--- config.mk ---
export PLATFORM = sky130hd
export DESIGN_NAME = fetch_unit
export DESIGN_NICKNAME = d
export VERILOG_FILES = /design/src/rtl/fetch_unit.sv
export SDC_FILE = /design/constraint.sdc
export NUM_CORES = 1
export LEC_CHECK = 0
export ABC_AREA = 0
export BUFFER_PORTS_ARGS = -buffer_cell sky130_fd_sc_hd__buf_4
export CORE_ASPECT_RATIO = 0.9
export CORE_MARGIN = 4
export CORE_UTILIZATION = 50
export CTS_CLUSTER_SIZE = 40
export DETAILED_ROUTE_END_ITERATION = 12
export PLACE_DENSITY_LB_ADDON = 0.12
export SLEW_MARGIN = 20
export SYNTH_ARGS = -nofsm -noshare
export SYNTH_HDL_FRONTEND = slang
export SYNTH_SLANG_ARGS = --single-unit
--- constraint.sdc ---
create_clock -name clk -period 9.1 [get_ports clk]
set_input_delay 1.82 -clock clk [delete_from_list [all_inputs] [get_ports clk]]
set_output_delay 1.82 -clock clk [all_outputs]
set_load 0.03 [all_outputs]
--- src/rtl/fetch_unit.sv ---
// fetch_unit: instruction fetch sequencer.
// Issues in-order requests to instruction memory, buffers returned words with
// their PCs and feeds them to the execution stage. Branch redirects flush the
// buffer and drop responses still owed to the wrong path.
//
// state | meaning
// BOOT  | single idle cycle after reset, no request
// RUN   | normal fetch, responses are pushed into the buffer
// DRAIN | wrong-path responses still owed; each one is dropped
module fetch_unit #(
    parameter logic [31:0] RESET_PC   = 32'h0000_0000,
    parameter int          FIFO_DEPTH = 4
) (
    input  logic        clk,
    input  logic        reset,
    output logic        imem_req_o,
    output logic [31:0] imem_addr_o,
    input  logic        imem_gnt_i,
    input  logic        imem_rvalid_i,
    input  logic [31:0] imem_rdata_i,
    input  logic        redirect_v_i,
    input  logic [31:0] redirect_pc_i,
    input  logic        stall_i,
    output logic [31:0] pc_o,
    output logic        inst_v_o,
    output logic [31:0] inst_o
);

    localparam int AW = $clog2(FIFO_DEPTH);
    localparam int CW = AW + 1;

    localparam logic [1:0] ST_BOOT  = 2'd0;
    localparam logic [1:0] ST_RUN   = 2'd1;
    localparam logic [1:0] ST_DRAIN = 2'd2;

    localparam logic [31:0] BOOT_PC = {RESET_PC[31:2], 2'b00};

    logic [1:0]    r_state;
    logic [31:0]   r_fetch_pc;
    logic [31:0]   r_rsp_pc;
    logic [CW-1:0] r_out;
    logic [CW-1:0] r_discard;
    logic [CW-1:0] r_count;
    logic [AW-1:0] r_wr_ptr;
    logic [AW-1:0] r_rd_ptr;
    logic [31:0]   r_fifo_pc   [FIFO_DEPTH];
    logic [31:0]   r_fifo_inst [FIFO_DEPTH];
    logic [31:0]   r_last_pc;
    logic [31:0]   r_last_inst;

    logic          w_redirect;
    logic          w_run;
    logic          w_req;
    logic          w_accept;
    logic          w_push;
    logic          w_pop;
    logic          w_nonempty;
    logic [CW-1:0] w_level;
    logic [CW-1:0] w_discard_nxt;
    logic [31:0]   w_target;
    logic          w_unused_bits;

    assign w_target      = {redirect_pc_i[31:2], 2'b00};
    assign w_unused_bits = ^redirect_pc_i[1:0];
    assign w_nonempty    = (r_count != '0);
    // The execution stage cannot be valid during BOOT, so a redirect there is noise.
    assign w_redirect    = redirect_v_i && (r_state != ST_BOOT);
    assign w_run         = (r_state == ST_RUN);
    assign w_level       = r_out + r_count;
    assign w_req         = w_run && (w_level < CW'(FIFO_DEPTH)) && !redirect_v_i;
    assign w_accept      = w_req && imem_gnt_i;
    assign w_push        = w_run && imem_rvalid_i && !w_redirect;
    assign w_pop         = w_nonempty && !stall_i && !redirect_v_i;

    assign imem_req_o  = w_req;
    assign imem_addr_o = r_fetch_pc;
    assign inst_v_o    = w_pop;
    assign pc_o        = w_nonempty ? r_fifo_pc[r_rd_ptr]   : r_last_pc;
    assign inst_o      = w_nonempty ? r_fifo_inst[r_rd_ptr] : r_last_inst;

    // Responses still owed after this cycle; a response arriving now is dropped.
    always_comb begin
        w_discard_nxt = r_out - CW'(imem_rvalid_i);
        if (r_state == ST_DRAIN) begin
            w_discard_nxt = r_discard - CW'(imem_rvalid_i);
        end
    end

    // Sequencer state and wrong-path discard count.
    always_ff @(posedge clk or negedge reset) begin
        if (!reset) begin
            r_state   <= ST_BOOT;
            r_discard <= '0;
        end else begin
            case (r_state)
                ST_BOOT: r_state <= ST_RUN;
                ST_RUN: begin
                    if (w_redirect) begin
                        r_discard <= w_discard_nxt;
                        r_state   <= (w_discard_nxt != '0) ? ST_DRAIN : ST_RUN;
                    end
                end
                ST_DRAIN: begin
                    r_discard <= w_discard_nxt;
                    if (w_discard_nxt == '0) begin
                        r_state <= ST_RUN;
                    end
                end
                default: r_state <= ST_BOOT;
            endcase
        end
    end

    // Requests granted but not yet answered.
    always_ff @(posedge clk or negedge reset) begin
        if (!reset) begin
            r_out <= '0;
        end else begin
            r_out <= r_out + CW'(w_accept) - CW'(imem_rvalid_i);
        end
    end

    // Fetch PC and response-tag PC; both jump to the target on a redirect.
    always_ff @(posedge clk or negedge reset) begin
        if (!reset) begin
            r_fetch_pc <= BOOT_PC;
            r_rsp_pc   <= BOOT_PC;
        end else if (w_redirect) begin
            r_fetch_pc <= w_target;
            r_rsp_pc   <= w_target;
        end else begin
            if (w_accept) begin
                r_fetch_pc <= r_fetch_pc + 32'd4;
            end
            if (w_push) begin
                r_rsp_pc <= r_rsp_pc + 32'd4;
            end
        end
    end

    // Buffer pointers and occupancy; a redirect empties the buffer.
    always_ff @(posedge clk or negedge reset) begin
        if (!reset) begin
            r_wr_ptr <= '0;
            r_rd_ptr <= '0;
            r_count  <= '0;
        end else if (w_redirect) begin
            r_wr_ptr <= '0;
            r_rd_ptr <= '0;
            r_count  <= '0;
        end else begin
            if (w_push) begin
                r_wr_ptr <= r_wr_ptr + AW'(1);
            end
            if (w_pop) begin
                r_rd_ptr <= r_rd_ptr + AW'(1);
            end
            r_count <= r_count + CW'(w_push) - CW'(w_pop);
        end
    end

    // Buffer storage; entries are only read while counted as valid.
    always_ff @(posedge clk) begin
        if (w_push) begin
            r_fifo_pc[r_wr_ptr]   <= r_rsp_pc;
            r_fifo_inst[r_wr_ptr] <= imem_rdata_i;
        end
    end

    // Remember the last head shown so pc_o/inst_o hold while the buffer is empty.
    always_ff @(posedge clk or negedge reset) begin
        if (!reset) begin
            r_last_pc   <= '0;
            r_last_inst <= '0;
        end else if (w_nonempty) begin
            r_last_pc   <= r_fifo_pc[r_rd_ptr];
            r_last_inst <= r_fifo_inst[r_rd_ptr];
        end
    end

endmodule

Word level (Yosys, flattened, before mapping):

Memories as Yosys holds them, arrays and structs flattened.
Cells that the tools add are included.
W data, S select, Z words.

* flip-flop bits (word level): 143
* RAM bits: 256
* input port bits: 70
* output and inout port bits: 98
* word-level logic and storage cells: 70
* memories kept: 2

* add/subtract/negate cells: 11
* order comparisons: 1
* eq/ne operators: 4
* multiplexer cells: 20
* reduce and logical (&&, ||, !) cells: 22

Memory list
* r_fifo_inst: words 4, bits a word 32, rd ports 1, clocked after memory_dff 0, wr ports 1, RTL line 47 `logic [31:0] r_fifo_inst [FIFO_DEPTH];`
* r_fifo_pc: words 4, bits a word 32, rd ports 1, clocked after memory_dff 0, wr ports 1, RTL line 46 `logic [31:0] r_fifo_pc [FIFO_DEPTH];`

Operators with widths (count)
* $mux W32: 6
* $add A32 B3 Y32 const B: 2
* $mux W2: 7
* $sub A3 B1 Y3: 4
* $reduce_bool A2 Y1: 5
* $mux W3: 3
* $logic_and A1 B1 Y1: 8
* $add A3 B1 Y3: 2
* $pmux W2 S3: 1
* $pmux W3 S2: 1
* $reduce_bool A3 Y1: 2
* $add A2 B1 Y2 const B: 2
* $reduce_and A2 Y1: 2
* $add A3 B3 Y3: 1
* $logic_not A1 Y1: 3
* $logic_not A3 Y1: 1
* $lt A3 B3 Y1 const B: 1
* $eq A2 B1 Y1 const B: 1
* $eq A2 B2 Y1 const B: 1
* $logic_not A2 Y1: 1
* $mux W1: 2
* $ne A2 B1 Y1 const B: 1
* $ne A2 B2 Y1 const B: 1

Longest topological paths before layout:

* depth in word-level cells: 7
* mapped depth: 12

Worst setup path after synthesis:

Ideal clock, no wire load.

* path kind: input to output
* start: input port redirect_v_i
* end: output port inst_v_o
* arrival time: 2.870 ns
* required time: 7.280 ns
* setup slack: 4.410 ns
* stages: 2
* buffers on the path: 1
* path through: buf_4 nor3_1

* cells in the longest elaborated chain, start to end: 2

Ends and longest elaborated chain
* from (decl): RTL line 21 `input logic redirect_v_i,`
* $logic_not A1 Y1: RTL line 73 `assign w_pop = w_nonempty && !stall_i && !redirect_v_i;`
* $logic_and A1 B1 Y1: RTL line 73
* to (decl): RTL line 25 `output logic inst_v_o,`

Every way passes these cells.

Final worst setup path:

* start: register r_rd_ptr[0]
* end: output port pc_o[5]

* cells in the longest elaborated chain, start to end: 2

Ends and longest elaborated chain
* from (decl): RTL line 45 `logic [AW-1:0] r_rd_ptr;`
* from (signal assigned): RTL line 156 `r_rd_ptr <= r_rd_ptr + AW'(1);`
* $mem_v2 Z4 W32
* $mux W32: RTL line 78 `assign pc_o = w_nonempty ? r_fifo_pc[r_rd_ptr] : r_last_pc;`
* to (decl): RTL line 24 `output logic [31:0] pc_o,`

Every way passes these cells.

==> metrics.txt <==
status=finished clean; Total GRT Usage=a little under a fifth; FFs w/ async S/R, synth=35.9%; reg2reg setup slack=a little over 6 ns; diode count=0; slowest cell on the critical path=dfrtp_4; # rows=60; Max-Cap Viols=0; Num Clock Sinks=between 300 and 400; fin. max-slew vios=0; post-DP HPWL=17.9 mm; clock latency on the worst-skew pair=roughly 0.51 ns; HP Start=r_last_pc[1]$_DFF_PN0_; IO Count=between 150 and 200; Vert. Die Dim=between 150 and 200 um; Crit Path Max Fanout=33; final period utilization=a little over half; Cell variety after synth=between 40 and 50; CTS Buffer Depth=3; setup tns final=0 ns; H-tree depth=2; first-pass GRT wire length=between 40 and 50 mm; Synth Area in XOR/XNOR=3.62%; Starting Density=51.2%; largest family of logic cells by synthesized area=multiplexers; global route overflow=0; Hold Path End=r_last_pc[1]$_DFF_PN0_; layout cells sized above 1=34.1%; slew margin rel.=approximately a third; RSZ-0062 raised after global routing=false; DR vias=just over 8000; P per Cell Area=361 nW/um^2; core area=30300 sq um; FF-to-FF End=r_out[2]$_DFF_PN0_; minimum clock period=~5.0 ns; top_reg_cell synth=edfxtp_1; fin cells=1504; Simple-Gate Fraction of Synth Area=about 6.5%; initial drt markers=between 400 and 500; Worst setup SP type=flop; CTS tree=done; Cells after Synth=903; hold depth=1; critical-path cell list=buf_4 > mux4_2 > mux2_2 > buf_4; clk slew on worst S/H paths=0.06 ns; Vias/cell=between 5 and 6; reg2reg start=r_count[1]$_DFF_PN0_; Chip Width=between 150 and 200 um; number of warnings issued by yosys=0; Post-Syn Area=~15000 sq um; highest-count cells in the layout ignoring fill and taps=edfxtp_1, buf_4, dfrtp_1; mux cell area share after synthesis=13.8%; number of global-route vias before repair=8600; Util after Layout=about three fifths; Num CTS Buffers=40; final wirelength=30.5 mm; Pleak=about 0.0066 uW; hold buffer count at cts=0; Critical Path Start=r_rd_ptr[0]$_DFFE_PN0P_; post_cts resized=0; Peak VDD IR=about 0.24 mV; Wirelength per Cell=approximately 20 um; commonest non-fill, non-tap cell in the layout=edfxtp_1; number of flops mapped to enable cells by yosys=between 200 and 250; HP Class=reg2reg; Final Setup Violations=0; die area=33900 sq um; #FFs+latches synth=around 390; Worst Path Arrival=about 3.2 ns; Final GP Congestion=roughly 0.78; Port Buf Inserts=~160; Post-DP Area=between 15000 and 20000 sq um; root buf cell=clkbuf_16; Worst path max stage delay=0.86 ns; register area share after synthesis=a little over two thirds; Final Hold Viols=0; Worst setup EP type=primary output; Crit Path Class=reg2out; post-synthesis compound-gate area fraction=under 10%; Initial DRT Pass Iterations=5; cell area after layout=~18000 sq um; Placed Cells=~1400; r2r worst-path depth=10; Final Skew=between 0.01 and 0.015 ns; largest net degree at the start of global routing=90; Post-Synth Adder-Cell Area=1.31%; Final ANT Viol Nets=0; fmax=between 0.2 and 0.25 GHz; Top cell by count, worst path=buf_4; post-CTS setup buffer count=0; CP Data Required Time=between 7 and 8 ns; Slew @ Worst Pin=0.994 ns; Area Growth Syn to Fin=18.4%; Layout Nets=between 1000 and 1500; Mean Syn Cell Area=17.2 sq um; initial antenna violation count=0; drt drc=0
-- flip-flops by register name, indices dropped and copies added, names as in the netlist, 30 cells and up --
register,cells
r_fifo_inst,128
r_fifo_pc,120
r_last_inst,32
r_last_pc,32
imem_addr_o,30
r_rsp_pc,30
-- metal layers --
metal / track usage [%] / part of all wire [%] / vias up
met2: 27.9 / 45 / 221
met5: 0 / 0 / -
met3: 3.53 / 5.2 / 39
met1: 27.2 / 48 / 4233
li1: - / - / 3788
met4: 4.13 / 1.7 / 0
-- power by group --
group	leakage (uW)	total, uW	internal [uW]	switching, uW
Clock	0.000608	1530	896	635
Combinational	0.00214	2420	999	1420
Sequential	0.00383	2680	2330	349
-- metrics by stage --
stage | hold slack [ns] | total power [uW] | setup WS [ns]
finish | 0.484 | 6630 | 4.13
CTS | 0.483 | 6720 | 3.99
global placement | 0.467 | 5120 | 4.36
global route | 0.505 | 7000 | 3.89
floorplan | 0.450 | 4290 | 4.41
detailed placement | 0.471 | 5160 | 4.35
-- Yosys cell counts (all sizes together) (11+ instances only) --
cell | n | area share [%]
edfxtp | 248 | 48
dfrtp | 139 | 22
mux2 | 62 | 4.5
mux4 | 62 | 9.0
a21oi | 57 | 1.8
nor2 | 40 | 0.97
xor2 | 35 | 2.0
xnor2 | 29 | 1.6
nand2 | 27 | 0.65
clkbuf | 26 | 0.63
nand3 | 24 | 0.81
buf | 18 | 0.64
nand4 | 17 | 0.69
ha | 13 | 1.0
nor3 | 13 | 0.49
inv | 11 | 0.27
-- area by class of cell --
type                            count  area (sq um)
Clock buffer                       51          1080
Inverter                           11          41.3
Tap cell                          403           504
Sequential cell                   387         10900
Clock inverter                     20           144
Fill cell                        2274         11900
Multi-Input combinational cell    462          4370
Timing Repair Buffer              170          1280
-- cell families after synthesis --
| logic type | count (synthesis) |
|---|---|
| flip-flops | 387 |
| AND/OR/NAND/NOR | 173 |
| multiplexers | 129 |
| AO/OA/AOI/OAI | 79 |
| XOR/XNOR | 64 |
| buffers and inverters | 55 |
| adder cells (fa/ha/maj) | 15 |
| other | 1 |
-- how the worst max path moves through the flow --
stage / to / slack [ns] / cells past startpoint
final: pc_o[5] / 4.13 / 4
after global routing: inst_o[15] / 3.89 / 4
after CTS: pc_o[5] / 3.99 / 4
after detailed placement: inst_v_o / 4.35 / 3
after global placement: inst_v_o / 4.36 / 3
after floorplan: inst_v_o / 4.41 / 2
-- worst max-delay path: cells and delay by family, from the launching register on --
kind / cells / cell delay [ns]
buffers and inverters: 2 / 0.84
flip-flops: 1 / 0.86
multiplexers: 2 / 0.89
(Power assumes the default switching activity.)
